$ cat src/rtl/mul_div_unit.sv
// Iterative signed multiply / divide unit.
// Multiply uses radix-2 Booth recoding over DATA_WIDTH steps; divide uses
// restoring shift/subtract on operand magnitudes with a sign fix-up on the
// final step. The result register only changes on an accepted start
// (cleared) and on the RUN->DONE edge.
module mul_div_unit #(
  parameter int DATA_WIDTH = 32
) (
  input  logic                      clock,
  input  logic                      clear,
  input  logic                      start,
  input  logic                      op,
  input  logic [DATA_WIDTH-1:0]     a,
  input  logic [DATA_WIDTH-1:0]     b,
  output logic                      busy,
  output logic                      done,
  output logic [2*DATA_WIDTH-1:0]   result,
  output logic                      div_by_zero
);

  localparam int W  = DATA_WIDTH;
  localparam int CW = $clog2(W) + 1;

  localparam logic [1:0] IDLE = 2'd0;
  localparam logic [1:0] RUN  = 2'd1;
  localparam logic [1:0] DONE = 2'd2;

  logic [1:0]      r_state;
  logic [CW-1:0]   r_cnt;
  logic            r_op;
  logic [W:0]      r_acc;    // Booth partial product (signed) or division remainder
  logic [W-1:0]    r_q;      // multiplier / dividend magnitude, becomes product low / quotient
  logic            r_qm1;    // Booth q(-1) bit
  logic [W-1:0]    r_m;      // multiplicand or divisor magnitude
  logic            r_neg_q;
  logic            r_neg_r;
  logic            r_dz;
  logic [2*W-1:0]  r_result;
  logic            r_dz_out;

  logic [W-1:0]    w_a_mag;
  logic [W-1:0]    w_b_mag;
  logic [W:0]      w_m_ext;
  logic [W:0]      w_sum;
  logic [W:0]      w_mul_acc;
  logic [W-1:0]    w_mul_q;
  logic            w_mul_qm1;
  logic [W:0]      w_rs;
  logic            w_ge;
  logic [W:0]      w_div_acc;
  logic [W-1:0]    w_div_q;
  logic [W-1:0]    w_quot;
  logic [W-1:0]    w_rem;
  logic            w_last;

  assign w_a_mag = a[W-1] ? (~a + 1'b1) : a;
  assign w_b_mag = b[W-1] ? (~b + 1'b1) : b;
  assign w_last  = (r_cnt == CW'(W - 1));

  // One iteration of both datapaths; the FSM picks the one matching r_op.
  always_comb begin
    w_m_ext = {r_m[W-1], r_m};
    case ({r_q[0], r_qm1})
      2'b01:   w_sum = r_acc + w_m_ext;
      2'b10:   w_sum = r_acc - w_m_ext;
      default: w_sum = r_acc;
    endcase
    w_mul_acc = {w_sum[W], w_sum[W:1]};
    w_mul_q   = {w_sum[0], r_q[W-1:1]};
    w_mul_qm1 = r_q[0];

    w_rs      = {r_acc[W-1:0], r_q[W-1]};
    w_ge      = (w_rs >= {1'b0, r_m});
    w_div_acc = w_ge ? (w_rs - {1'b0, r_m}) : w_rs;
    w_div_q   = {r_q[W-2:0], w_ge};

    w_rem  = r_neg_r ? (~w_div_acc[W-1:0] + 1'b1) : w_div_acc[W-1:0];
    if (r_dz)
      w_quot = '1;
    else if (r_neg_q)
      w_quot = ~w_div_q + 1'b1;
    else
      w_quot = w_div_q;
  end

  // Control FSM, operand capture, iteration and result registration.
  always_ff @(posedge clock or negedge clear) begin
    if (!clear) begin
      r_state  <= IDLE;
      r_cnt    <= '0;
      r_op     <= 1'b0;
      r_acc    <= '0;
      r_q      <= '0;
      r_qm1    <= 1'b0;
      r_m      <= '0;
      r_neg_q  <= 1'b0;
      r_neg_r  <= 1'b0;
      r_dz     <= 1'b0;
      r_result <= '0;
      r_dz_out <= 1'b0;
    end else begin
      case (r_state)
        IDLE: begin
          if (start) begin
            r_state  <= RUN;
            r_cnt    <= '0;
            r_op     <= op;
            r_acc    <= '0;
            r_qm1    <= 1'b0;
            r_result <= '0;
            r_dz_out <= 1'b0;
            if (op) begin
              r_q     <= w_a_mag;
              r_m     <= w_b_mag;
              r_dz    <= (b == '0);
              r_neg_q <= (a[W-1] ^ b[W-1]) && (b != '0);
              r_neg_r <= a[W-1];
            end else begin
              r_q     <= a;
              r_m     <= b;
              r_dz    <= 1'b0;
              r_neg_q <= 1'b0;
              r_neg_r <= 1'b0;
            end
          end
        end
        RUN: begin
          r_cnt <= r_cnt + 1'b1;
          if (r_op) begin
            r_acc <= w_div_acc;
            r_q   <= w_div_q;
          end else begin
            r_acc <= w_mul_acc;
            r_q   <= w_mul_q;
            r_qm1 <= w_mul_qm1;
          end
          if (w_last) begin
            r_state  <= DONE;
            r_result <= r_op ? {w_rem, w_quot} : {w_mul_acc[W-1:0], w_mul_q};
            r_dz_out <= r_op & r_dz;
          end
        end
        DONE: begin
          r_state <= IDLE;
        end
        default: begin
          r_state <= IDLE;
        end
      endcase
    end
  end

  assign busy        = (r_state != IDLE);
  assign done        = (r_state == DONE);
  assign result      = r_result;
  assign div_by_zero = r_dz_out;

endmodule

$ cat config.mk
export PLATFORM = sky130hd
export DESIGN_NAME = mul_div_unit
export DESIGN_NICKNAME = d
export VERILOG_FILES = /design/src/rtl/mul_div_unit.sv
export SDC_FILE = /design/constraint.sdc
export NUM_CORES = 1
export LEC_CHECK = 0
export CAP_MARGIN = 0
export CORE_MARGIN = 2
export CORE_UTILIZATION = 60
export DETAILED_ROUTE_END_ITERATION = 6
export PLACE_DENSITY = 0.82
export SETUP_SLACK_MARGIN = 0.02
export SYNTH_ARGS = -nofsm -noshare
export SYNTH_HDL_FRONTEND = slang
export SYNTH_SLANG_ARGS = --single-unit
export TNS_END_PERCENT = 20
$ cat constraint.sdc
create_clock -name clock -period 6.4 [get_ports clock]
set_clock_uncertainty 0.2 [all_clocks]
set_input_delay 1.28 -clock clock [delete_from_list [all_inputs] [get_ports clock]]
set_output_delay 1.28 -clock clock [all_outputs]
set_load 0.1 [all_outputs]
==> Implementation_results.wiki, run 1 <==
{| class="wikitable"
! Metric !! Value
|-
| Run status || finished clean
|-
| First-pass GRT wire length || 83,500 µm
|-
| Core Area || 0.0267 mm²
|-
| Ant. Diodes || 0
|-
| TritonCTS clock tree || built
|-
| Crit path capture type || flop
|-
| Total setup buffers inserted after CTS || 0
|-
| Top fanout value on the critical path || 9
|-
| Port Buf Inserts || 134
|-
| First-iteration detailed-routing DRC count || 1,932
|-
| Gr usage total || 0.369
|-
| Number of buffers and inverters on the critical path || 1
|-
| Slowest cell delay on critical path || 0.87 ns
|-
| Reg2reg path depth || 15
|-
| Reg area || 0.00438 mm²
|-
| Combined area of the multi-input logic cells || 0.0110 mm²
|-
| Final Non-Filler Cells || 2,438
|-
| Max Transition Viols Final || 0
|-
| Synth Instances || 2,058
|-
| Cell total after placement || 2,406
|-
| Transition time at the pin with the least slew margin || 1.31 ns
|-
| Period minus WS final || 5.22 ns
|-
| Vias in the first global route || 15,400
|-
| Post-CTS resize count || 0
|-
| Growth of design area from synthesis to finish || 12.0%
|-
| Path type of the worst min-delay path || flop to flop
|-
| Required time of the worst setup path || 6.48 ns
|-
| Primary flip-flop cell chosen by synthesis mapping || sky130_fd_sc_hd__dfrtp_1
|-
| Commonest non-fill, non-tap cells in the layout || sky130_fd_sc_hd__nand2_1, sky130_fd_sc_hd__o21ai_0, sky130_fd_sc_hd__dfrtp_1, sky130_fd_sc_hd__a21oi_1, sky130_fd_sc_hd__clkdlybuf4s50_1
|-
| Final-stage net count || 2,225
|-
| Launching element type of the critical path || flop
|-
| Clock sink count || 175
|-
| Max stage delay cell, worst path || sky130_fd_sc_hd__o41ai_1
|-
| Global route overflow || 0
|-
| Mean routed wirelength per cell || 21.8 µm
|-
| Share of the clock period used by the worst path after layout || 0.815
|-
| Initial Utilization || 0.606
|-
| Most frequent standard cell in the layout excluding fill and tap cells || sky130_fd_sc_hd__nand2_1
|-
| Reg-to-Reg Start || r_acc[17]$_DFFE_PN0P_
|-
| Die footprint || 0.0283 mm²
|-
| H-tree level count || 4
|-
| Number of hold violations in the final report || 0
|-
| DRC violation count after routing || 0
|-
| Number of synthesized flops with an enable pin || 0
|-
| DR vias || 16,500
|-
| Terminating pin of the worst hold path || result[24]$_DFFE_PN0P_
|-
| Initial antenna violation count || 1
|-
| Layout fillers || 2,321
|-
| Hold-fix buffer count after cts || 0
|-
| Buffers from clock root to sink, at most || 2
|-
| Arr. time, crit path || 5.29 ns
|-
| Capture instance of the worst register-to-register path || result[28]$_DFFE_PN0P_
|-
| Antenna violation net count after detailed routing || 0
|-
| Fraction of final layout cells sized beyond drive strength 1 || 0.0477
|-
| Cell chain of the critical path || ha_1 -> a21oi_1 -> o21ai_0 -> a21oi_1 -> o211ai_2 -> or2_2 -> clkinv_1 -> ha_1 -> nand3b_1 -> or2_2 -> o41ai_1 -> nand2_1 -> xor2_1 -> o221ai_1 -> o21ai_0
|-
| First-pass detailed-route iteration total || 6
|-
| Number of I/O pins || 135
|-
| Number of cells traversed by the worst hold path || 2
|-
| Setup TNS || 0 ns
|-
| Netlist cell types || 92
|-
| Max Clock Freq || 192 MHz
|-
| Max-capacitance violation count || 0
|-
| Chip width || 168 µm
|-
| Post-Syn Area || 0.0162 mm²
|-
| Worst-path clk slew || 0.08 ns
|-
| Mean instance size in the synthesized netlist || 7.88 µm²
|-
| Post-synthesis async set-or-reset flop share || 1.00
|-
| Worst skew pair latency || 0.46 ns
|-
| Flop-to-flop setup slack || 1.18 ns
|-
| Final setup viols || 0
|-
| Flops & latches, synth || 175
|-
| Wire length after detailed routing || 53,100 µm
|-
| Site Rows || 60
|-
| Pin count of the biggest net entering global routing || 94
|-
| Critical setup path kind || flop to flop
|-
| Unrepaired setup endpoints after global routing || false
|-
| DPL Wire Length || 39,400 µm
|-
| Yosys Warn Count || 0
|-
| Placer Congestion || 1.01
|-
| Root Driver || sky130_fd_sc_hd__clkbuf_16
|-
| Tightest slew margin relative to the limit || 0.124
|-
| Via density per instance || 6.78
|-
| Top delay family on crit path || compound AO/OA/AOI/OAI gates
|-
| Post-synthesis sequential area ratio || 0.270
|-
| Number of CTS-inserted buffers || 17
|-
| Startpoint of the lowest-slack hold path || result[24]$_DFFE_PN0P_
|-
| Net Count, Synth || 2,199
|-
| Height of the die || 168 µm
|}
sequential cells by signal (all words and copies together) (netlist names):
name and cells:
r_acc 33, r_qm1 1, r_neg_q 1, r_neg_r 1, r_dz 1, r_cnt 6, r_op 1, result 64
r_q 32, div_by_zero 1, r_state 2, r_m 32
cell type report:
cell class / instances / area share
Multi-Input combinational cell: 1671 / 0.606
Sequential cell: 175 / 0.242
Timing Repair Buffer: 154 / 0.0823
Clock buffer: 18 / 0.0237
Tap cell: 341 / 0.0235
Inverter: 65 / 0.0134
Clock inverter: 14 / 0.00924
worst max-delay path by stage:
| stage | startpoint | end | slack [ns] | cells after the start |
|---|---|---|---|---|
| detailed placement | r_acc[23]$_DFFE_PN0P_ | result[28]$_DFFE_PN0P_ | 1.36 | 15 |
| floorplan | r_m[2]$_DFFE_PN0P_ | result[24]$_DFFE_PN0P_ | 1.43 | 20 |
| global placement | r_acc[7]$_DFFE_PN0P_ | result[24]$_DFFE_PN0P_ | 1.52 | 15 |
| CTS | r_acc[23]$_DFFE_PN0P_ | result[28]$_DFFE_PN0P_ | 1.36 | 15 |
| finish | r_acc[17]$_DFFE_PN0P_ | result[28]$_DFFE_PN0P_ | 1.18 | 15 |
| global route | r_m[3]$_DFFE_PN0P_ | r_acc[32]$_DFFE_PN0P_ | 0.84 | 18 |
worst reg2reg max path: stages, from the launching register on:
cell and delay (ns):
sky130_fd_sc_hd__dfrtp_1 0.47, sky130_fd_sc_hd__ha_1 0.46, sky130_fd_sc_hd__a21oi_1 0.27, sky130_fd_sc_hd__o21ai_0 0.17
sky130_fd_sc_hd__a21oi_1 0.55, sky130_fd_sc_hd__o211ai_2 0.19, sky130_fd_sc_hd__or2_2 0.44, sky130_fd_sc_hd__clkinv_1 0.09
sky130_fd_sc_hd__ha_1 0.20, sky130_fd_sc_hd__nand3b_1 0.13, sky130_fd_sc_hd__or2_2 0.40, sky130_fd_sc_hd__o41ai_1 0.88
sky130_fd_sc_hd__nand2_1 0.15, sky130_fd_sc_hd__xor2_1 0.19, sky130_fd_sc_hd__o221ai_1 0.15, sky130_fd_sc_hd__o21ai_0 0.12
metrics by stage:
| step | setup WS (ns) | util | hold WS (ns) | cell area (µm²) |
|---|---|---|---|---|
| after global placement | 1.52 | 0.657 | 0.260 | 17500 |
| after detailed placement | 1.36 | 0.657 | 0.270 | 17500 |
| after floorplan | 1.43 | - | 0.246 | 16200 |
| after global routing | 0.845 | 0.679 | 0.311 | 18100 |
| after CTS | 1.36 | 0.679 | 0.294 | 18100 |
| final | 1.18 | 0.679 | 0.289 | 18100 |
cell usage after synthesis (5+ instances only):
| master | instances | area share |
|---|---|---|
| sky130_fd_sc_hd__a211o_1 | 13 | 0.0070 |
| sky130_fd_sc_hd__a211oi_1 | 27 | 0.013 |
| sky130_fd_sc_hd__a21o_1 | 32 | 0.015 |
| sky130_fd_sc_hd__a21oi_1 | 145 | 0.045 |
| sky130_fd_sc_hd__a22o_1 | 25 | 0.014 |
| sky130_fd_sc_hd__a22oi_1 | 8 | 0.0037 |
| sky130_fd_sc_hd__a311oi_1 | 5 | 0.0027 |
| sky130_fd_sc_hd__a31oi_1 | 32 | 0.012 |
| sky130_fd_sc_hd__a32o_1 | 14 | 0.0086 |
| sky130_fd_sc_hd__a41oi_1 | 10 | 0.0054 |
| sky130_fd_sc_hd__and2_1 | 24 | 0.0093 |
| sky130_fd_sc_hd__and3_1 | 16 | 0.0062 |
| sky130_fd_sc_hd__and4_1 | 7 | 0.0038 |
| sky130_fd_sc_hd__buf_1 | 17 | 0.0039 |
| sky130_fd_sc_hd__buf_2 | 16 | 0.0049 |
| sky130_fd_sc_hd__clkbuf_1 | 107 | 0.025 |
| sky130_fd_sc_hd__dfrtp_1 | 175 | 0.27 |
| sky130_fd_sc_hd__ha_1 | 71 | 0.055 |
| sky130_fd_sc_hd__inv_1 | 62 | 0.014 |
| sky130_fd_sc_hd__mux2_2 | 9 | 0.0063 |
| sky130_fd_sc_hd__mux2i_1 | 53 | 0.033 |
| sky130_fd_sc_hd__nand2_1 | 235 | 0.054 |
| sky130_fd_sc_hd__nand2b_1 | 18 | 0.0069 |
| sky130_fd_sc_hd__nand3_1 | 55 | 0.017 |
| sky130_fd_sc_hd__nand4_1 | 18 | 0.0069 |
| sky130_fd_sc_hd__nor2_1 | 115 | 0.027 |
| sky130_fd_sc_hd__nor2b_1 | 12 | 0.0046 |
| sky130_fd_sc_hd__nor3_1 | 37 | 0.011 |
| sky130_fd_sc_hd__nor3b_1 | 9 | 0.0042 |
| sky130_fd_sc_hd__nor4_1 | 22 | 0.0085 |
| sky130_fd_sc_hd__o211ai_1 | 41 | 0.019 |
| sky130_fd_sc_hd__o21a_1 | 12 | 0.0056 |
| sky130_fd_sc_hd__o21ai_0 | 217 | 0.067 |
| sky130_fd_sc_hd__o21ai_1 | 7 | 0.0022 |
| sky130_fd_sc_hd__o21bai_1 | 5 | 0.0023 |
| sky130_fd_sc_hd__o221ai_1 | 14 | 0.0076 |
| sky130_fd_sc_hd__o22ai_1 | 19 | 0.0073 |
| sky130_fd_sc_hd__o311ai_0 | 5 | 0.0027 |
| sky130_fd_sc_hd__o31ai_1 | 22 | 0.010 |
| sky130_fd_sc_hd__o41ai_1 | 13 | 0.0070 |
| sky130_fd_sc_hd__or3_1 | 25 | 0.0097 |
| sky130_fd_sc_hd__or4_1 | 12 | 0.0056 |
| sky130_fd_sc_hd__xnor2_1 | 131 | 0.071 |
| sky130_fd_sc_hd__xor2_1 | 57 | 0.031 |
cell families (layout without fill, tap and decap cells):
| family | Yosys count | in the layout | share of synthesized area |
|---|---|---|---|
| AO/OA/AOI/OAI | 716 | 716 | 0.289 |
| AND/OR/NAND/NOR | 631 | 631 | 0.189 |
| buffers and inverters | 212 | 251 | 0.0522 |
| XOR/XNOR | 188 | 188 | 0.102 |
| flip-flops | 175 | 175 | 0.270 |
| adder cells (fa/ha/maj) | 73 | 73 | 0.0573 |
| multiplexers | 63 | 63 | 0.0404 |
metal layers:
layer	GRT usage	up-vias	routed length (µm)	part of all wire
met2	0.578	805	23700	0.45
met4	0.185	0	2730	0.052
li1	-	7642	-	-
met3	0.0416	151	3620	0.068
met1	0.507	7926	23000	0.43
met5	0	-	0	0
Power of run 1 is not shown: default switching activity piles up to over one toggle a cycle in this logic, so the estimate is an artifact.
==> run 2: changes to the inputs <==
CORE_UTILIZATION = 54   (was 60)
PLACE_DENSITY = 0.78   (was 0.82)
clock period = 4.6 ns   (was 6.4 ns; I/O delays follow)
==> run 2 against run 1 <==
Against the previous run: design area increased by 9.9%; core utilization is 0.45 points lower; via count is 6.4% higher; critical endpoint is now result[60]$_DFFE_PN0P_.
==> Implementation_results.wiki, run 2 (synthesis gave the netlist of run 1 again) <==
{| class="wikitable"
! Metric !! Value
|-
| First-pass GRT wire length || 92,600 µm (+11%)
|-
| Height of the die || 177 µm (+5.3%)
|-
| Global route overflow || 0 (unchanged)
|-
| First-iteration detailed-routing DRC count || 2,079 (+7.6%)
|-
| Setup TNS || 0 ns (unchanged)
|-
| Final hold slack || 0.264 ns (-0.0250 ns)
|-
| Crit path capture type || flop
|-
| Number of flip-flops in the largest register || 64 (unchanged)
|-
| Worst-path clk slew || 0.08 ns (about the same)
|-
| Slowest cell delay on critical path || 0.44 ns (-0.43 ns)
|-
| Via density per instance || 6.58 (-3.0%)
|-
| Clock sink count || 175 (unchanged)
|-
| Unrepaired setup endpoints after global routing || true
|-
| DRC violation count after routing || 0 (unchanged)
|-
| Most frequent standard cell in the layout excluding fill and tap cells || sky130_fd_sc_hd__nand2_1
|-
| DPL Wire Length || 45,300 µm (+15%)
|-
| Number of CTS-inserted buffers || 17 (unchanged)
|-
| DR vias || 17,600 (+6.4%)
|-
| Fraction of final layout cells sized beyond drive strength 1 || 0.147 (+0.0995)
|-
| Pin count of the biggest net entering global routing || 77 (-18%)
|-
| Number of hold violations in the final report || 0 (unchanged)
|-
| Required time of the worst setup path || 4.80 ns (-1.68 ns)
|-
| Tightest slew margin relative to the limit || 0.304 (+0.180)
|-
| Placer Congestion || 1.07 (+6.0%)
|-
| Final setup viols || 0 (unchanged)
|-
| Site Rows || 63 (+5.0%)
|-
| Transition time at the pin with the least slew margin || 1.04 ns (-0.273 ns)
|-
| Critical setup path kind || flop to flop
|-
| Max Transition Viols Final || 0 (unchanged)
|-
| Vias in the first global route || 16,600 (+7.6%)
|-
| Worst skew pair latency || 0.47 ns (about the same)
|-
| TritonCTS clock tree || built
|-
| Die footprint || 0.0314 mm² (+11%)
|-
| Mean routed wirelength per cell || 22.6 µm (+3.9%)
|-
| Cell chain of the critical path || inv_2 -> buf_4 -> ha_1 -> nand3b_1 -> a21oi_2 -> o2111a_2 -> o311a_1 -> or2_4 -> mux2i_4 -> ha_2 -> nand4_1 -> nor4_2 -> o211ai_1 -> buf_4 -> a211oi_4 -> mux2_4 -> nor2_1 -> a32o_1
|-
| Share of the clock period used by the worst path after layout || 0.987 (+0.172)
|-
| H-tree level count || 4 (unchanged)
|-
| Top fanout value on the critical path || 7 (-2)
|-
| Max-capacitance violation count || 0 (unchanged)
|-
| First-pass detailed-route iteration total || 6 (unchanged)
|-
| Final-stage net count || 2,411 (+8.4%)
|-
| Root Driver || sky130_fd_sc_hd__clkbuf_16
|-
| Max stage delay cell, worst path || sky130_fd_sc_hd__dfrtp_1
|-
| Chip width || 177 µm (+5.3%)
|-
| Antenna violation net count after detailed routing || 0 (unchanged)
|-
| Gr usage total || 0.383 (+0.0144)
|-
| Buffers from clock root to sink, at most || 2 (unchanged)
|-
| Core Area || 0.0296 mm² (+11%)
|-
| Period minus WS final || 4.54 ns (-0.675 ns)
|-
| Path type of the worst min-delay path || input port to async pin
|-
| Growth of design area from synthesis to finish || 23.0%
|-
| Arr. time, crit path || 4.74 ns (-0.55 ns)
|-
| Commonest non-fill, non-tap cells in the layout || sky130_fd_sc_hd__nand2_1, sky130_fd_sc_hd__o21ai_0, sky130_fd_sc_hd__buf_4, sky130_fd_sc_hd__dfrtp_1, sky130_fd_sc_hd__a21oi_1
|-
| Port Buf Inserts || 134 (unchanged)
|-
| Wire length after detailed routing || 60,500 µm (+14%)
|-
| Initial Utilization || 0.548 (-0.0581)
|-
| Run status || finished clean
|-
| Max Clock Freq || 220 MHz (+15%)
|-
| Launching element type of the critical path || flop
|-
| Most common cell type on the critical path || sky130_fd_sc_hd__buf_4
|-
| Number of I/O pins || 135 (unchanged)
|-
| Initial antenna violation count || 2 (+1)
|}
-- run 2: path summary, 6_finish.rpt --
path	start	to	slack [ns]	cells past startpoint
worst max-delay path	r_m[1]$_DFFE_PN0P_	result[60]$_DFFE_PN0P_	0.06	18
worst max register to register	r_m[1]$_DFFE_PN0P_	result[60]$_DFFE_PN0P_	0.06	18
min in group clock	result[11]$_DFFE_PN0P_	result[11]$_DFFE_PN0P_	0.27	2
worst min-delay path	clear	r_m[31]$_DFFE_PN0P_	0.26	1
max in group asynchronous	clear	r_q[26]$_DFFE_PN0P_	2.98	2
worst min register to register	result[11]$_DFFE_PN0P_	result[11]$_DFFE_PN0P_	0.27	2
-- run 2: cell type report --
class	instances	area (µm²)
Multi-Input combinational cell	1671	11300
Fill cell	2502	9620
Sequential cell	175	4380
Timing Repair Buffer	340	2930
Tap cell	390	488
Clock buffer	18	439
Inverter	65	244
Clock inverter	14	153
Antenna cell	1	2.50
-- run 2: critical path, delay by kind of cell, from the launching register on --
kind                       cells  cell delay, ns
and+or+nand+nor                5            1.06
buffers and inverters          3            0.42
adders and majority gates      2            0.55
DFF                            1            0.44
muxes                          2            0.52
AOI/OAI and AO/OA              6            1.27
-- run 2: metal layers --
| metal | GRT usage | up-vias | wire, µm |
|---|---|---|---|
| met1 | 0.498 | 8403 | 24300 |
| met2 | 0.587 | 970 | 27000 |
| li1 | - | 8002 | - |
| met4 | 0.232 | 0 | 3890 |
| met5 | 0 | - | 0 |
| met3 | 0.0769 | 209 | 5310 |
-- run 2: through the flow --
stage / area [µm²] / std cells / setup slack (ns) / utilization
6_report: 19900 / 2674 / 0.0583 / 0.674
3_5_place_dp: 19000 / 2632 / -0.0421 / 0.643
4_1_cts: 19600 / 2665 / 0.0196 / 0.664
5_1_grt: 19900 / 2673 / -0.0713 / 0.674
3_3_place_gp: 19000 / 2632 / 0.0498 / 0.643
2_1_floorplan: 16200 / 2058 / -0.0252 / -
-- run 2: what timing repair did --
action / in CTS / in global routing
setup endpoints to repair: 11 / 42
resized for setup: 3 / 64
hold buffers: 0 / 0
buffers inserted: 1 / 8
pin swaps: 0 / 12
Power of run 2 is left out for the same reason.
==> run 3: changes to the inputs <==
SETUP_SLACK_MARGIN = default   (was 0.02)
==> run 3 against run 2 <==
Against the previous run: register-to-register slack got worse by 0.06 ns; count of clock-buffer cells in the layout unchanged; maximum frequency decreased by 1.3%; sequential share of layout area about the same; routed wire length increased by 0.22%; design area about the same; critical path type unchanged; final cell count about the same; via count increased by 0.12%; setup slack got worse by 0.058 ns; non-clock buffer count increased by 2; first-iteration DRC count decreased by 2.4%; core utilization about the same.
==> Implementation_results.wiki, run 3 (synthesis gave the netlist of run 1 again) <==
{| class="wikitable"
! Metric !! Value
|-
| Max Transition Viols Final || 0 (unchanged)
|-
| Clock sink count || 175 (unchanged)
|-
| Number of CTS-inserted buffers || 17 (unchanged)
|-
| DR vias || 17,600 (+0.12%)
|-
| First-pass detailed-route iteration total || 7 (+1)
|-
| Commonest non-fill, non-tap cells in the layout || sky130_fd_sc_hd__nand2_1, sky130_fd_sc_hd__o21ai_0, sky130_fd_sc_hd__buf_4, sky130_fd_sc_hd__dfrtp_1, sky130_fd_sc_hd__a21oi_1
|-
| H-tree level count || 4 (unchanged)
|-
| Placer Congestion || 1.07 (unchanged)
|-
| Height of the die || 177 µm (unchanged)
|-
| Met2 Track Usage GR || 0.589 (+0.00195)
|-
| Final-stage net count || 2,413 (+0.083%)
|-
| Final Non-Filler Cells || 2,675 (+0.037%)
|-
| Cell total after placement || 2,632 (unchanged)
|-
| Chip width || 177 µm (unchanged)
|-
| Wire length after detailed routing || 60,600 µm (+0.22%)
|-
| Critical setup path kind || flop to flop
|-
| Cell chain of the critical path || inv_1 -> buf_4 -> ha_1 -> nand3b_1 -> a21oi_2 -> o2111a_2 -> o311a_1 -> or2_4 -> mux2i_4 -> ha_2 -> nand4_1 -> nor4_2 -> o211ai_1 -> buf_4 -> a211oi_4 -> mux2_2 -> nor2_1 -> a32o_1
|-
| Number of buffers and inverters on the critical path || 3 (unchanged)
|-
| Arr. time, crit path || 4.80 ns (+0.06 ns)
|-
| Growth of design area from synthesis to finish || 23.0% (about the same)
|-
| Number of I/O pins || 135 (unchanged)
|-
| First-pass GRT wire length || 92,500 µm (about the same)
|-
| Top delay family on crit path || compound AO/OA/AOI/OAI gates
|-
| Max stage delay cell, worst path || sky130_fd_sc_hd__dfrtp_1
|-
| DPL Wire Length || 45,300 µm (unchanged)
|-
| Worst-path clk slew || 0.07 ns (about the same)
|-
| Reg area || 0.00438 mm² (unchanged)
|-
| TritonCTS clock tree || built
|-
| Most frequent standard cell in the layout excluding fill and tap cells || sky130_fd_sc_hd__nand2_1
|-
| Required time of the worst setup path || 4.80 ns (about the same)
|-
| Combined area of the multi-input logic cells || 0.0113 mm² (-0.15%)
|-
| Site Rows || 63 (unchanged)
|-
| Met1 track utilization from global routing || 0.499 (about the same)
|-
| Top fanout value on the critical path || 7 (unchanged)
|-
| Pre-CTS WS || -0.0421 ns (unchanged)
|-
| Initial antenna violation count || 1 (-1)
|-
| Global route overflow || 0 (unchanged)
|-
| Final setup viols || 0 (unchanged)
|-
| Die footprint || 0.0314 mm² (unchanged)
|-
| Slowest cell delay on critical path || 0.38 ns (-0.06 ns)
|-
| Initial Utilization || 0.548 (unchanged)
|-
| Final cell utilization of the core || 0.674 (about the same)
|-
| DRC violation count after routing || 0 (unchanged)
|-
| Run status || finished clean
|-
| Port Buf Inserts || 134 (unchanged)
|-
| Gr usage total || 0.383 (about the same)
|-
| Unrepaired setup endpoints after global routing || true
|-
| Share of the clock period used by the worst path after layout || 1.00 (+0.0126)
|-
| Transition time at the pin with the least slew margin || 1.05 ns (+0.00434 ns)
|-
| Worst skew pair latency || 0.47 ns (about the same)
|-
| Via density per instance || 6.58 (about the same)
|-
| Path type of the worst min-delay path || flop to flop
|-
| Post-route design area || 0.0199 mm² (about the same)
|-
| Period minus WS final || 4.60 ns (+0.0577 ns)
|-
| Max Clock Freq || 217 MHz (-1.3%)
|-
| Layout fillers || 2,492 (-0.40%)
|-
| Hold-fix buffer count after cts || 0 (unchanged)
|-
| First-iteration detailed-routing DRC count || 2,030 (-2.4%)
|-
| Mean routed wirelength per cell || 22.6 µm (+0.18%)
|-
| Most common cell type on the critical path || sky130_fd_sc_hd__buf_4
|-
| Met3 track demand over resource in global routing || 0.0765 (-0.000430)
|-
| Placed cell area || 0.0190 mm² (unchanged)
|-
| Final worst setup slack || 0.000567 ns (-0.0577 ns)
|-
| Global routing's busiest layer || met2
|-
| Root Driver || sky130_fd_sc_hd__clkbuf_16
|-
| Number of hold violations in the final report || 0 (unchanged)
|-
| Crit path capture type || flop
|-
| Vias in the first global route || 16,600 (-0.12%)
|-
| Number of flip-flops in the largest register || 64 (unchanged)
|-
| Fraction of final layout cells sized beyond drive strength 1 || 0.147 (-0.000566)
|-
| Max-capacitance violation count || 0 (unchanged)
|-
| Buffers from clock root to sink, at most || 2 (unchanged)
|-
| Ant. Diodes || 0 (-1)
|-
| Core Area || 0.0296 mm² (unchanged)
|-
| Tightest slew margin relative to the limit || 0.301 (-0.00290)
|-
| Launching element type of the critical path || flop
|-
| Pin count of the biggest net entering global routing || 77 (unchanged)
|-
| Antenna violation net count after detailed routing || 0 (unchanged)
|}
==> run 3: path summary, 6_finish.rpt <==
path / start / end / slack [ns] / cells past startpoint
max: r_m[1]$_DFFE_PN0P_ / result[60]$_DFFE_PN0P_ / 0.0006 / 18
max in group asynchronous: clear / r_q[26]$_DFFE_PN0P_ / 2.97 / 2
min: result[11]$_DFFE_PN0P_ / result[11]$_DFFE_PN0P_ / 0.27 / 2
min reg2reg: result[11]$_DFFE_PN0P_ / result[11]$_DFFE_PN0P_ / 0.27 / 2
max reg2reg: r_m[1]$_DFFE_PN0P_ / result[60]$_DFFE_PN0P_ / 0.0006 / 18
min in group asynchronous: clear / r_m[31]$_DFFE_PN0P_ / 0.28 / 1
==> run 3: what timing repair did <==
| action | CTS | global route |
|---|---|---|
| setup buffers | 0 | 11 |
| pin swaps | 0 | 11 |
| gates resized for setup | 3 | 59 |
| endpoints found under the setup margin | 8 | 40 |
==> run 3: per-stage QoR <==
stage               hold slack (ns)  setup TNS [ns]
floorplan                     0.246         -0.0252
global placement              0.258               0
detailed placement            0.262          -0.116
CTS                           0.273               0
global route                  0.293          -0.705
finish                        0.269               0
==> run 3: cell type report <==
| class | count | area share |
|---|---|---|
| sequential | 175 | 0.220 |
| inverter | 65 | 0.0122 |
| clock buffer | 18 | 0.0220 |
| multi-input combinational | 1671 | 0.566 |
| timing repair buffer | 342 | 0.148 |
| tap | 390 | 0.0245 |
| clock inverter | 14 | 0.00766 |
==> run 3: tightest hold or removal path, cell delays in order, from the launching register on <==
cell and delay [ns]:
sky130_fd_sc_hd__dfrtp_1 0.35, sky130_fd_sc_hd__nand2_1 0.05, sky130_fd_sc_hd__nand2_1 0.05
==> run 3: metal layers <==
metal	share of wire	vias up
li1	-	8001
met1	0.40	8390
met2	0.45	986
met3	0.089	226
met4	0.065	2
met5	0.00021	-
Power of run 3 is left out for the same reason.
==> RTL edit, RTL diff (config.mk and constraints of run 2) <==
Change the parameter `DATA_WIDTH` from 32 to 16.
--- a/src/rtl/mul_div_unit.sv
+++ b/src/rtl/mul_div_unit.sv
@@ -5,5 +5,5 @@
 // (cleared) and on the RUN->DONE edge.
 module mul_div_unit #(
-  parameter int DATA_WIDTH = 32
+  parameter int DATA_WIDTH = 16
 ) (
   input  logic                      clock,
Interface: changed (resized a, b and result); port bits go from 135 to 71. No check against the original RTL was run, so the function may have changed too.
==> RTL edit against run 2 <==
Worst hold slack better by 0.011 ns. Die area fell by 49%. Synthesized area decreased by 50%. Count of clock-buffer cells in the layout is 8 lower. Sequential cell count shrank 81. Final cell count is 54% lower. Via count fell by 57%. Worst setup slack improved by 0.097 ns. Routed wire length is 64% lower. Design area shrank 54%. Critical endpoint is now r_acc[16]$_DFFE_PN0P_. Largest cell class unchanged.
Power is left out: the tool's default activity adds up to more than one toggle a clock period on the data nets, which glitch-free logic cannot reach.
==> RTL edit: results (changes against run 2) <==
- TritonCTS buffer count: 9 (was 17)
- Via Count: 7623 (was 17580)
- Worst reg2reg path depth: 16 (was 18)
- Initial antenna violation count: 0 (was 2)
- Total global-route track usage: 27.61% (was 38.33%)
- Fill cell total of the finished layout: 1338 (was 2502)
- Worst Path Max Fanout: 5 (was 7)
- Hold WC Path Type: reg -> reg (was in -> async)
- Unique cell type count in the Yosys netlist: 80 (was 92)
- Worst path arrival time: 4.49 ns (was 4.74 ns)
- Max FFs per register: 32 (was 64)
- Dpl hpwl: 16630 um (was 45350 um)
- Worst reg2reg setup slack: 0.16 ns (was 0.06 ns)
- Run status: finished clean (unchanged)
- Met3 GRT Util: 4.418% (was 7.689%)
- CP top delay family: simple AND/OR/NAND/NOR gates (was compound AO/OA/AOI/OAI gates)
- Nets@finish: 1119 (was 2411)
- Clk Latency, worst-skew pair: 0.36 ns (was 0.47 ns)
- DR vias/cell: 6.193 (was 6.576)
- Largest net degree at the start of global routing: 50 (was 77)
- CP max stage delay: 0.56 ns (was 0.44 ns)
- Post-placement cell count: 1213 (was 2632)
- Buffers on Ports: 70 (was 134)
- Grt met1 use: 40.79% (was 49.83%)
- Htree depth: 3 (was 4)
- First-pass GRT wire length: 35850 um (was 92580 um)
- Proportion of synthesized chip area in sequential cells: 29.25% (was 27.02%)
- Worst R2R Start: r_m[4]$_DFFE_PN0P_ (was r_m[1]$_DFFE_PN0P_)
- R2r endpoint: r_acc[16]$_DFFE_PN0P_ (was result[60]$_DFFE_PN0P_)
- CP max stage cell: or4_4 (was dfrtp_1)
- Syn Inst Count: 998 (was 2058)
- Area contributors post-synth: dfrtp_1, xnor2_1, ha_1 (was dfrtp_1, xnor2_1, o21ai_0)
- Global-route met2 utilization: 40.99% (was 58.71%)
- DRT iter0 DRCs: 774 (was 2079)
-- RTL edit: changes by cell type in the layout (fill, tap and decap cells not counted), sizes merged, moves of 64 or more --
cell,change
buf,-181
dfrtp,-81
a21oi,-76
xnor2,-65
o21ai,-133
nand2,-107
clkdlybuf4s50,-64
-- RTL edit: through the flow --
step | worst slack (ns) | TNS, ns | area [sq um] | hold slack, ns
6_report | 0.1555 | 0 | 9216 | 0.2743
5_1_grt | -0.01895 | -0.03489 | 9214 | 0.2978
4_1_cts | 0.08791 | 0 | 9189 | 0.2793
3_5_place_dp | 0.1242 | 0 | 8899 | 0.2634
3_3_place_gp | 0.1526 | 0 | 8899 | 0.2506
2_1_floorplan | 0.2476 | 0 | 8041 | 0.2500
-- RTL edit: routing by layer --
metal	share of wire, %	vias up	routed length, um
met5	0	-	0
met4	2.4	0	516
li1	-	3690	-
met3	6.8	38	1482
met1	47	3587	10290
met2	44	308	9626
-- RTL edit: how the worst max path moves through the flow --
stage                       startpoint                     to  slack, ns  cells past startpoint
detailed placement  r_m[4]$_DFFE_PN0P_  r_acc[16]$_DFFE_PN0P_       0.12                     16
finish              r_m[4]$_DFFE_PN0P_  r_acc[16]$_DFFE_PN0P_       0.16                     16
global placement    r_m[4]$_DFFE_PN0P_  r_acc[15]$_DFFE_PN0P_       0.15                     16
global route        r_m[4]$_DFFE_PN0P_  r_acc[16]$_DFFE_PN0P_      -0.02                     16
floorplan           r_m[4]$_DFFE_PN0P_  r_acc[15]$_DFFE_PN0P_       0.25                     16
CTS                 r_m[4]$_DFFE_PN0P_  r_acc[16]$_DFFE_PN0P_       0.09                     16
-- RTL edit: cell families (layout without fill, tap and decap cells) --
group / count (synthesis) / in the layout / share of synthesized area [%]
flip-flops: 94 / 94 / 29.25
multiplexers: 33 / 33 / 4.170
AO/OA/AOI/OAI: 315 / 315 / 26.09
adder cells (fa/ha/maj): 42 / 42 / 6.722
XOR/XNOR: 85 / 85 / 9.258
buffers and inverters: 111 / 159 / 5.415
other: 0 / 1 / 0
AND/OR/NAND/NOR: 318 / 318 / 19.09
-- RTL edit: layout make-up --
cell class                 count  area (sq um)  area share, %
antenna                        1         2.502        0.02715
clock buffer                  10         239.0          2.593
clock inverter                 6         51.30         0.5566
inverter                      48         180.2          1.955
multi-input combinational    793          5274          57.22
sequential                    94          2354          25.54
tap                          184         230.2          2.498
timing repair buffer          95         885.9          9.612
-- RTL edit: worst min-delay path: stages, from the launching register on --
cell     delay (ns)
dfrtp_1        0.35
nand2_1        0.05
nand2_1        0.05
-- RTL edit: repair_timing --
action                     4_1_cts  5_1_grt
setup buffers                    0        1
resized for setup                0        6
setup endpoints to repair        0        3
